### src/rtl/bridge_tx_arbiter.sv
// Two-port frame arbiter feeding the bridge TX MAC byte interface.
// Grants whole frames round-robin, inserts an inter-frame gap, truncates
// frames longer than MAX_BYTES (draining the rest of the frame from the FIFO)
// and keeps per-port frame counters plus a truncation counter.
module bridge_tx_arbiter #(
  parameter int IFG_CYCLES = 12,
  parameter int MAX_BYTES  = 1518,
  parameter int CNT_W      = 16
) (
  input  logic             clk,
  input  logic             reset,
  input  logic             enable,
  input  logic             req0_avail,
  input  logic [7:0]       req0_data,
  input  logic             req0_last,
  output logic             req0_rd,
  input  logic             req1_avail,
  input  logic [7:0]       req1_data,
  input  logic             req1_last,
  output logic             req1_rd,
  output logic [7:0]       tx_mac_data,
  output logic             tx_mac_valid,
  output logic             tx_mac_last,
  input  logic             tx_mac_ready,
  output logic [1:0]       grant,
  output logic             busy,
  output logic [CNT_W-1:0] frames0,
  output logic [CNT_W-1:0] frames1,
  output logic [CNT_W-1:0] trunc_cnt
);

  localparam logic [1:0] ST_IDLE  = 2'd0;
  localparam logic [1:0] ST_XFER  = 2'd1;
  localparam logic [1:0] ST_DRAIN = 2'd2;
  localparam logic [1:0] ST_GAP   = 2'd3;

  localparam int BC_W = $clog2(MAX_BYTES + 1);
  localparam int GC_W = (IFG_CYCLES > 1) ? $clog2(IFG_CYCLES) : 1;
  localparam logic [BC_W-1:0] BC_LAST = BC_W'(MAX_BYTES - 1);
  localparam logic [GC_W-1:0] GC_LAST = GC_W'(IFG_CYCLES - 1);

  logic [1:0]      state;
  logic [1:0]      grant_r;
  logic            last_served;  // port that completed the most recent frame
  logic [BC_W-1:0] byte_cnt;
  logic [GC_W-1:0] gap_cnt;

  logic       sel1;
  logic [7:0] cur_data;
  logic       cur_last;
  logic       in_xfer;
  logic       in_drain;
  logic       at_max;
  logic       accept;
  logic       pop;
  logic       pick1;

  // Datapath muxing and handshakes derived from the registered state/grant.
  always_comb begin
    sel1         = grant_r[1];
    cur_data     = sel1 ? req1_data : req0_data;
    cur_last     = sel1 ? req1_last : req0_last;
    in_xfer      = (state == ST_XFER);
    in_drain     = (state == ST_DRAIN);
    at_max       = (byte_cnt == BC_LAST);
    accept       = in_xfer & tx_mac_ready;
    // DRAIN discards the tail of a truncated frame without waiting on the MAC.
    pop          = accept | in_drain;
    req0_rd      = pop & grant_r[0];
    req1_rd      = pop & grant_r[1];
    tx_mac_valid = in_xfer;
    tx_mac_data  = in_xfer ? cur_data : 8'h00;
    tx_mac_last  = in_xfer & (cur_last | at_max);
    grant        = grant_r;
    busy         = (state != ST_IDLE);
    // With both ports requesting, the port that did not finish last wins.
    pick1        = req1_avail & (~req0_avail | ~last_served);
  end

  // Frame sequencing FSM with round-robin pointer, byte/gap timers and counters.
  always_ff @(posedge clk or posedge reset) begin
    if (reset) begin
      state       <= ST_IDLE;
      grant_r     <= 2'b00;
      last_served <= 1'b1;
      byte_cnt    <= '0;
      gap_cnt     <= '0;
      frames0     <= '0;
      frames1     <= '0;
      trunc_cnt   <= '0;
    end else begin
      case (state)
        ST_IDLE: begin
          if (enable && (req0_avail || req1_avail)) begin
            grant_r  <= pick1 ? 2'b10 : 2'b01;
            byte_cnt <= '0;
            state    <= ST_XFER;
          end
        end
        ST_XFER: begin
          if (accept) begin
            if (cur_last) begin
              if (sel1) frames1 <= frames1 + CNT_W'(1);
              else      frames0 <= frames0 + CNT_W'(1);
              last_served <= sel1;
              grant_r     <= 2'b00;
              byte_cnt    <= '0;
              gap_cnt     <= '0;
              state       <= ST_GAP;
            end else if (at_max) begin
              trunc_cnt <= trunc_cnt + CNT_W'(1);
              byte_cnt  <= '0;
              state     <= ST_DRAIN;
            end else begin
              byte_cnt <= byte_cnt + BC_W'(1);
            end
          end
        end
        ST_DRAIN: begin
          if (cur_last) begin
            last_served <= sel1;
            grant_r     <= 2'b00;
            gap_cnt     <= '0;
            state       <= ST_GAP;
          end
        end
        default: begin
          if (gap_cnt == GC_LAST) begin
            state <= ST_IDLE;
          end else begin
            gap_cnt <= gap_cnt + GC_W'(1);
          end
        end
      endcase
    end
  end

endmodule
### config.mk
export PLATFORM = sky130hd
export DESIGN_NAME = bridge_tx_arbiter
export DESIGN_NICKNAME = d
export VERILOG_FILES = /design/src/rtl/bridge_tx_arbiter.sv
export SDC_FILE = /design/constraint.sdc
export NUM_CORES = 1
export LEC_CHECK = 0
export CAP_MARGIN = 20
export CORE_MARGIN = 2
export CORE_UTILIZATION = 50
export DETAILED_ROUTE_END_ITERATION = 7
export GPL_TIMING_DRIVEN = 0
export PLACE_DENSITY = 0.8
export SYNTH_ARGS = -nofsm -noshare
export SYNTH_HDL_FRONTEND = slang
export SYNTH_SLANG_ARGS = --single-unit
### constraint.sdc
create_clock -name clk -period 2.9 [get_ports clk]
set_clock_uncertainty 0.1 [all_clocks]
set_input_delay 0.725 -clock clk [delete_from_list [all_inputs] [get_ports clk]]
set_output_delay 0.725 -clock clk [all_outputs]
set_load 0.02 [all_outputs]
# Yosys cells after proc, flatten, opt, wreduce, memory -nomap -nowiden
# Index checks and enable logic that the tools add are counted.
# W data, S select, Z words.
[classes]
n_eq_ne = 9
reduce_logical = 16
n_addsub = 5
muxes = 27
bitwise = 13
[ops]
columns = ["cell", "count"]
rows = [
  ["$add A16 B1 Y16 const B", 3],
  ["$mux W11", 4],
  ["$pmux W11 S2", 1],
  ["$mux W2", 10],
  ["$mux W8", 2],
  ["$mux W4", 3],
  ["$pmux W2 S3", 2],
  ["$pmux W4 S3", 1],
  ["$reduce_and A4 Y1", 3],
  ["$add A11 B1 Y11 const B", 1],
  ["$eq A11 B11 Y1 const B", 1],
  ["$reduce_and A3 Y1", 3],
  ["$reduce_bool A2 Y1", 3],
  ["$and A1 B1 Y1", 5],
  ["$not A1 Y1", 5],
  ["$reduce_and A5 Y1", 1],
  ["$add A4 B1 Y4 const B", 1],
  ["$eq A4 B4 Y1 const B", 1],
  ["$ne A2 B2 Y1 const B", 2],
  ["$reduce_bool A4 Y1", 1],
  ["$mux W1", 3],
  ["$ne A3 B1 Y1 const B", 1],
  ["$ne A3 B3 Y1 const B", 1],
  ["$or A1 B1 Y1", 3],
  ["9 further kinds", 9],
]
[word_totals]
output_inout_bits = 63
inputBits = 24
register_bits = 68

# Depth between registers and ports, before layout
# Gate-level depths: netlist (run 1).
[logic_depth]
word_depth = 6
depth_mapped = 8
mapped_depth_nobuf = 6

# Worst setup path after synthesis (run 1)
# OpenSTA, ideal clock, no wires.
[synth_path]
kind = "register -> output"
from = "register state[1]"
to = "output port tx_mac_last"
stages_incl_launch_ff = 6
path_slack_ns = 0.306
t_arrival_ns = 1.769
n_path_buf = 2
cell_sequence = "dfrtp_1 -> inv_1 -> ha_1 -> buf_2 -> clkbuf_1 -> a21boi_0"
[synth_between]
elab_chain_len = 2
[synth_rtl]
columns = ["item", "line", "rtl"]
rows = [
  ["start: declaration", "42", "logic [1:0] state;"],
  ["start signal: assignment", "83", "state <= ST_IDLE;"],
  ["start signal: assignment", "97", "state <= ST_XFER;"],
  ["start signal: assignment", "109", "state <= ST_GAP;"],
  ["$eq A2 B1 Y1", "63", "in_xfer = (state == ST_XFER);"],
  ["via tx_mac_valid", "22", "output logic tx_mac_valid,"],
  ["$and A1 B1 Y1", "73", "tx_mac_last = in_xfer & (cur_last | at_max);"],
  ["end: declaration", "23", "output logic tx_mac_last,"],
]
# The timed path passes the listed nets, and every way through them passes these cells.

# Worst setup path after layout (run 1)
[layout_path]
from = "register byte_cnt[0]"
to = "output port tx_mac_last"
[layout_between]
elab_chain_len = 3
[layout_rtl]
columns = ["item", "line", "rtl"]
rows = [
  ["start: declaration", "45", "logic [BC_W-1:0] byte_cnt;"],
  ["start signal: assignment", "115", "byte_cnt <= byte_cnt + BC_W'(1);"],
  ["$eq A11 B11 Y1", "65", "at_max = (byte_cnt == BC_LAST);"],
  ["$or A1 B1 Y1", "73", ""],
  ["$and A1 B1 Y1", "73", ""],
]
# Every way passes these cells.

==> run summary, run 1 <==
CTS Buf Count - 9
max-capacitance violation count - 0
clk slew on worst S/H paths - 0.08 ns
ANT cells - 0
Hold Path End - frames0[15]
clk_lat worst skew - 0.34 ns
initial antenna violation count - 0
worst hold path class - register to register
R2R Path End - frames1[14]
min-delay src - frames0[15]
all-layer global routing usage - 0.214
area grow syn2layout - 32.2%
Overflow after GRT - 0
status - finished, final reports clean
hpwl dp - 6110 µm
cts hold-fix bufs - 0
R2R cell count - 7
die area - 0.00805 mm²
Antenna Nets Post-Route - 0
Core Area - 0.00718 mm²
Worst R2R Setup Slack - 0.36 ns
DP Cell Count - 541
Power, Total - 3.03 mW
top post-synthesis cells by area - dfrtp_1, xnor2_1, xor2_1
Critical Path Source Type - register
H-tree depth - 3
Async SR Flop Fraction - 1.00
CP Data Required Time - 2.08 ns
worst setup path class - register to primary output
gpl congestion - 0.844
Fin. Hold Viols - 0
Root Driver - clkbuf_8
area fraction of the dominant cell type after synthesis - 0.456
first-pass GRT wire length - 14300 µm
Slew HR - 0.447
WL final - 8370 µm
synth unique cells - 52
Mapped Area - 0.00368 mm²
Die Ht - 89.7 µm
drt pass-1 iters - 4
Avg Vias per Cell - 5.51
Clock Tree Buf Depth - 2
number of buffers added on ports - 85
Die W - 89.7 µm
CTS Sinks - 68
Nets - 488
Final Slew Violations - 0
Period Utilization, post-route - 0.955
Post-Syn Instances - 357
Non-Filler Instances - 558
Peak Freq - 361 MHz
Post-synth EDFFs - 0
Ys Warns - 0
CTS tree - yes
CP arrival - 1.94 ns
Worst IR Drop VDD - 450 µV
hold_ws - 0.371 ns
RSZ-0062 raised after global routing - false
Initial Util - 0.512
min Tclk post-route - 2.77 ns
Avg Cell Area, Syn - 10.3 µm²
Synth top cells by count - dfrtp_1, nand2_1, xnor2_1, xor2_1, nand3_1
pwr/cell area - 624 mW/mm²
reg-to-reg startpoint - state[1]
row count - 31
Synthesized Nets - 391
DR DRC count - 0
measured slew at the worst slew-check pin - 0.829 ns
crit-path max FO - 10
largest net degree at the start of global routing - 69
wire per inst - 15.0 µm
# IOs - 87
Min-Delay Path Depth - 1
Pleak - 2.20 nW
vias in the first global route - 3046
cell taking the most area after synthesis - dfrtp_1
register area share after synthesis - 0.463
Via Count - 3073
dominant cell by count in the synthesized netlist - dfrtp_1
layout cell share with drive strength beyond 1 - 0.109
CP Capture Type - primary output
Initial DRC Count - 150
Yosys reg bits - 68
final setup vio count - 0
Top FF cell, synth - dfrtp_1
==> area by class of cell <==
class	count	area [µm²]
Fill cell	556	2310
Multi-Input combinational cell	259	1840
Sequential cell	68	1700
Timing Repair Buffer	88	861
Clock buffer	12	165
Tap cell	99	124
Buffer	11	68.8
Inverter	17	66.3
Clock inverter	4	31.3
==> power breakdown <==
group | internal, mW | switching (mW)
sequential | 1.05 | 0.0978
clock | 0.383 | 0.377
combinational | 0.490 | 0.637
total | 1.92 | 1.11
==> per-stage QoR <==
| stage | cell area [µm²] | worst slack (ns) | setup TNS [ns] | util |
|---|---|---|---|---|
| floorplan | 3680 | 0.306 | 0 | - |
| global placement | 4650 | -0.772 | -52.06 | 0.648 |
| detailed placement | 4650 | -0.246 | -0.841 | 0.648 |
| CTS | 4840 | 0.000537 | 0 | 0.674 |
| global route | 4860 | 0.0270 | 0 | 0.677 |
| finish | 4860 | 0.131 | 0 | 0.677 |
==> registers in the layout, summed over array words and instances (netlist names) <==
register     flops
frames1         16
grant            2
state            2
frames0         16
gap_cnt          4
last_served      1
trunc_cnt       16
byte_cnt        11
==> cells in the final DEF (no fill, tap or decap), types with 14 or more instances in the layout <==
cell type | synthesis | routed
xnor2_1 | 23 | 23
nor4_1 | 15 | 15
nand3_1 | 22 | 22
inv_1 | 17 | 16
nand4_1 | 14 | 14
nor2_1 | 16 | 16
nand2_1 | 29 | 29
clkdlybuf4s50_1 | 0 | 73
xor2_1 | 23 | 23
dfrtp_1 | 67 | 67
==> per-layer routing <==
metal | wire length, µm | global-route usage | vias to the layer above
met4 | 153 | 0.0910 | 0
li1 | - | - | 1472
met5 | 0 | 0 | -
met2 | 4210 | 0.356 | 73
met1 | 3710 | 0.279 | 1514
met3 | 303 | 0.0360 | 14
==> how the worst max path moves through the flow <==
stage | startpoint | to | slack (ns) | cells past startpoint
2_1_floorplan | state[1] | tx_mac_last | 0.31 | 5
3_3_place_gp | reset | trunc_cnt[12] | -0.77 | 2
3_5_place_dp | req1_last | tx_mac_last | -0.25 | 4
4_1_cts | byte_cnt[1] | tx_mac_last | 0.0005 | 8
5_1_grt | byte_cnt[1] | tx_mac_last | 0.03 | 7
6_report | byte_cnt[0] | tx_mac_last | 0.13 | 6
==> worst max-delay path: stages (launching register included) <==
cell and delay, ns:
dfrtp_1 0.43, ha_1 0.18, nand4bb_1 0.13, or3_4 0.42, buf_8 0.16, a21boi_2 0.15
buf_6 0.14
==> timing repair <==
action,CTS,global route
endpoints found under the setup margin,12,1
setup buffers,0,3
pin swaps,0,2
gates cloned,0,0
resized for setup,20,4
==> cell families after synthesis <==
kind of cell,Yosys count,share of synthesized area
buffers and inverters,30,0.0381
DFF,68,0.463
xor gates and xnor gates,46,0.110
AOI/OAI and AO/OA,43,0.0824
muxes,17,0.0517
adders and majority gates,10,0.0340
and+or+nand+nor,143,0.221
Note: power is estimated with default switching activity, not from simulation.
==> inputs of run 2 (changes only) <==
Settings changed: CAP_MARGIN 20 to 15.
==> results of run 2 <==
The final DEF is identical to that of run 1; final timing and power are the same.
==> inputs of run 3 (changes only) <==
Settings changed: CORE_MARGIN 2 to 1.5.
==> run summary, run 3 (synthesis results as in run 1) <==
status - finished, final reports clean
Initial Util - 0.512 (unchanged)
gpl congestion - 0.836 (-1.0%)
clk_lat worst skew - 0.33 ns (about the same)
all-layer global routing usage - 0.216 (+0.00145)
area grow syn2layout - 32.5%
Final WS setup - 0.0742 ns (-0.0572 ns)
Antenna Nets Post-Route - 0 (unchanged)
CP Data Required Time - 2.08 ns (about the same)
setup TNS - 0 ns (unchanged)
Initial DRC Count - 147 (-2.0%)
Logic pwr share - 0.365 (-0.007)
Core Area - 0.00718 mm² (unchanged)
CP arrival - 2.00 ns (+0.06 ns)
worst setup path class - register to primary output
Final Slew Violations - 0 (unchanged)
CTS Buf Count - 9 (unchanged)
Post-DP Area - 0.00465 mm² (unchanged)
# IOs - 87 (unchanged)
Root Driver - clkbuf_8
Avg Vias per Cell - 5.41 (-1.8%)
Design Area, Final - 0.00487 mm² (+0.18%)
sequential power share - 0.369 (-0.009)
Die Ht - 88.7 µm (-1.1%)
filler cell count - 543 (-2.3%)
Clock Tree Buf Depth - 2 (unchanged)
measured slew at the worst slew-check pin - 0.817 ns (-0.0121 ns)
Min-Delay Path Depth - 1 (unchanged)
Via Count - 3008 (-2.1%)
CTS Sinks - 68 (unchanged)
CTS tree - yes
power share of the clock group - 0.267 (+0.016)
WL final - 8110 µm (-3.2%)
Hold Path End - frames0[15]
die area - 0.00788 mm² (-2.2%)
layout cell share with drive strength beyond 1 - 0.101 (-0.00828)
Power, Total - 3.11 mW (+2.4%)
vias in the first global route - 2793 (-8.3%)
Final Core Density - 0.679 (+0.00122)
Die W - 88.7 µm (-1.1%)
row count - 31 (unchanged)
worst slack, placed - -0.258 ns (-0.0122 ns)
number of buffers added on ports - 85 (unchanged)
clk slew on worst S/H paths - 0.07 ns (about the same)
Worst R2R Setup Slack - 0.45 ns (+0.09 ns)
first-pass GRT wire length - 13300 µm (-7.3%)
wire per inst - 14.6 µm (-2.8%)
RSZ-0062 raised after global routing - false
final setup vio count - 0 (unchanged)
Fin. Hold Viols - 0 (unchanged)
Overflow after GRT - 0 (unchanged)
Nets - 487 (-0.20%)
initial antenna violation count - 0 (unchanged)
commonest non-fill, non-tap cells in the layout - clkdlybuf4s50_1, dfrtp_1, nand2_1
ANT cells - 0 (unchanged)
Period Utilization, post-route - 0.974 (+0.0197)
drt pass-1 iters - 4 (unchanged)
Psw - 1.09 mW (-2.4%)
R2R cell count - 7 (unchanged)
crit-path max FO - 10 (unchanged)
worst hold path class - register to register
Pleak - 2.23 nW (+1.6%)
Slew HR - 0.455 (+0.00804)
largest registers - frames0 (16), frames1 (16), trunc_cnt (16)
commonest non-fill, non-tap cell in the layout - clkdlybuf4s50_1
min-delay src - frames0[15]
R2R Path End - byte_cnt[6]
Net Sw Frac - 0.349 (-0.0172)
CP Capture Type - primary output
Peak Freq - 354 MHz (-2.0%)
largest net degree at the start of global routing - 69 (unchanged)
max-capacitance violation count - 0 (unchanged)
internal power - 2.02 mW (+5.2%)
pwr/cell area - 638 mW/mm² (+2.3%)
min Tclk post-route - 2.83 ns (+0.0572 ns)
hpwl dp - 5830 µm (-4.6%)
Critical Path Source Type - register
DR DRC count - 0 (unchanged)
reg-to-reg startpoint - state[1]
H-tree depth - 3 (unchanged)
Worst IR Drop VDD - 383 µV (-15%)
## run 3: layout make-up
| type | count | area, µm² | area share |
|---|---|---|---|
| Multi-Input combinational cell | 259 | 1840 | 0.377 |
| Timing Repair Buffer | 86 | 853 | 0.175 |
| Inverter | 17 | 66.3 | 0.0136 |
| Clock buffer | 10 | 128 | 0.0262 |
| Tap cell | 99 | 124 | 0.0254 |
| Sequential cell | 68 | 1700 | 0.350 |
| Clock inverter | 5 | 77.6 | 0.0159 |
| Buffer | 12 | 82.6 | 0.0170 |
## run 3: worst max path at each step
| stage | to | startpoint | slack, ns | cells after the start |
|---|---|---|---|---|
| after CTS | tx_mac_data[5] | state[1] | 0.003 | 5 |
| after detailed placement | tx_mac_last | req1_last | -0.26 | 4 |
| final | tx_mac_last | byte_cnt[0] | 0.07 | 7 |
| after global placement | byte_cnt[9] | reset | -0.76 | 2 |
| after floorplan | tx_mac_last | state[1] | 0.31 | 5 |
| after global routing | tx_mac_last | byte_cnt[1] | 0.02 | 8 |
## run 3: what timing repair did
action | in CTS | in global routing
gates resized for setup | 18 | 5
hold endpoints to repair | 0 | 0
hold buffers | 0 | 0
setup buffers | 0 | 1
endpoints found under the setup margin | 12 | 4
## run 3: critical path, stage by stage, from the launching register on
cell and delay [ns]:
dfrtp_1 0.42, ha_1 0.18, nand4bb_1 0.12, or3_1 0.34, buf_6 0.15, buf_8 0.14, a21boi_1 0.14, buf_4 0.17
## run 3: per-layer routing
metal / wire (µm) / global-route usage
met4: 165 / 0.0852
met1: 3650 / 0.292
met5: 0 / 0
met2: 4010 / 0.352
met3: 283 / 0.0289
## run 3: power by group through the flow
stage | Clock (mW) | Sequential, mW | Combinational [mW]
floorplan | 0 | 1.19 | 0.722
global placement | 0 | 1.15 | 1.11
detailed placement | 0 | 1.16 | 1.14
CTS | 0.839 | 1.14 | 1.14
global route | 0.886 | 1.16 | 1.24
finish | 0.828 | 1.14 | 1.13
## run 3: per-stage QoR
step,std cells,hold slack (ns)
floorplan,357,0.396
global placement,541,0.357
detailed placement,541,0.364
CTS,555,0.380
global route,556,0.403
finish,556,0.371
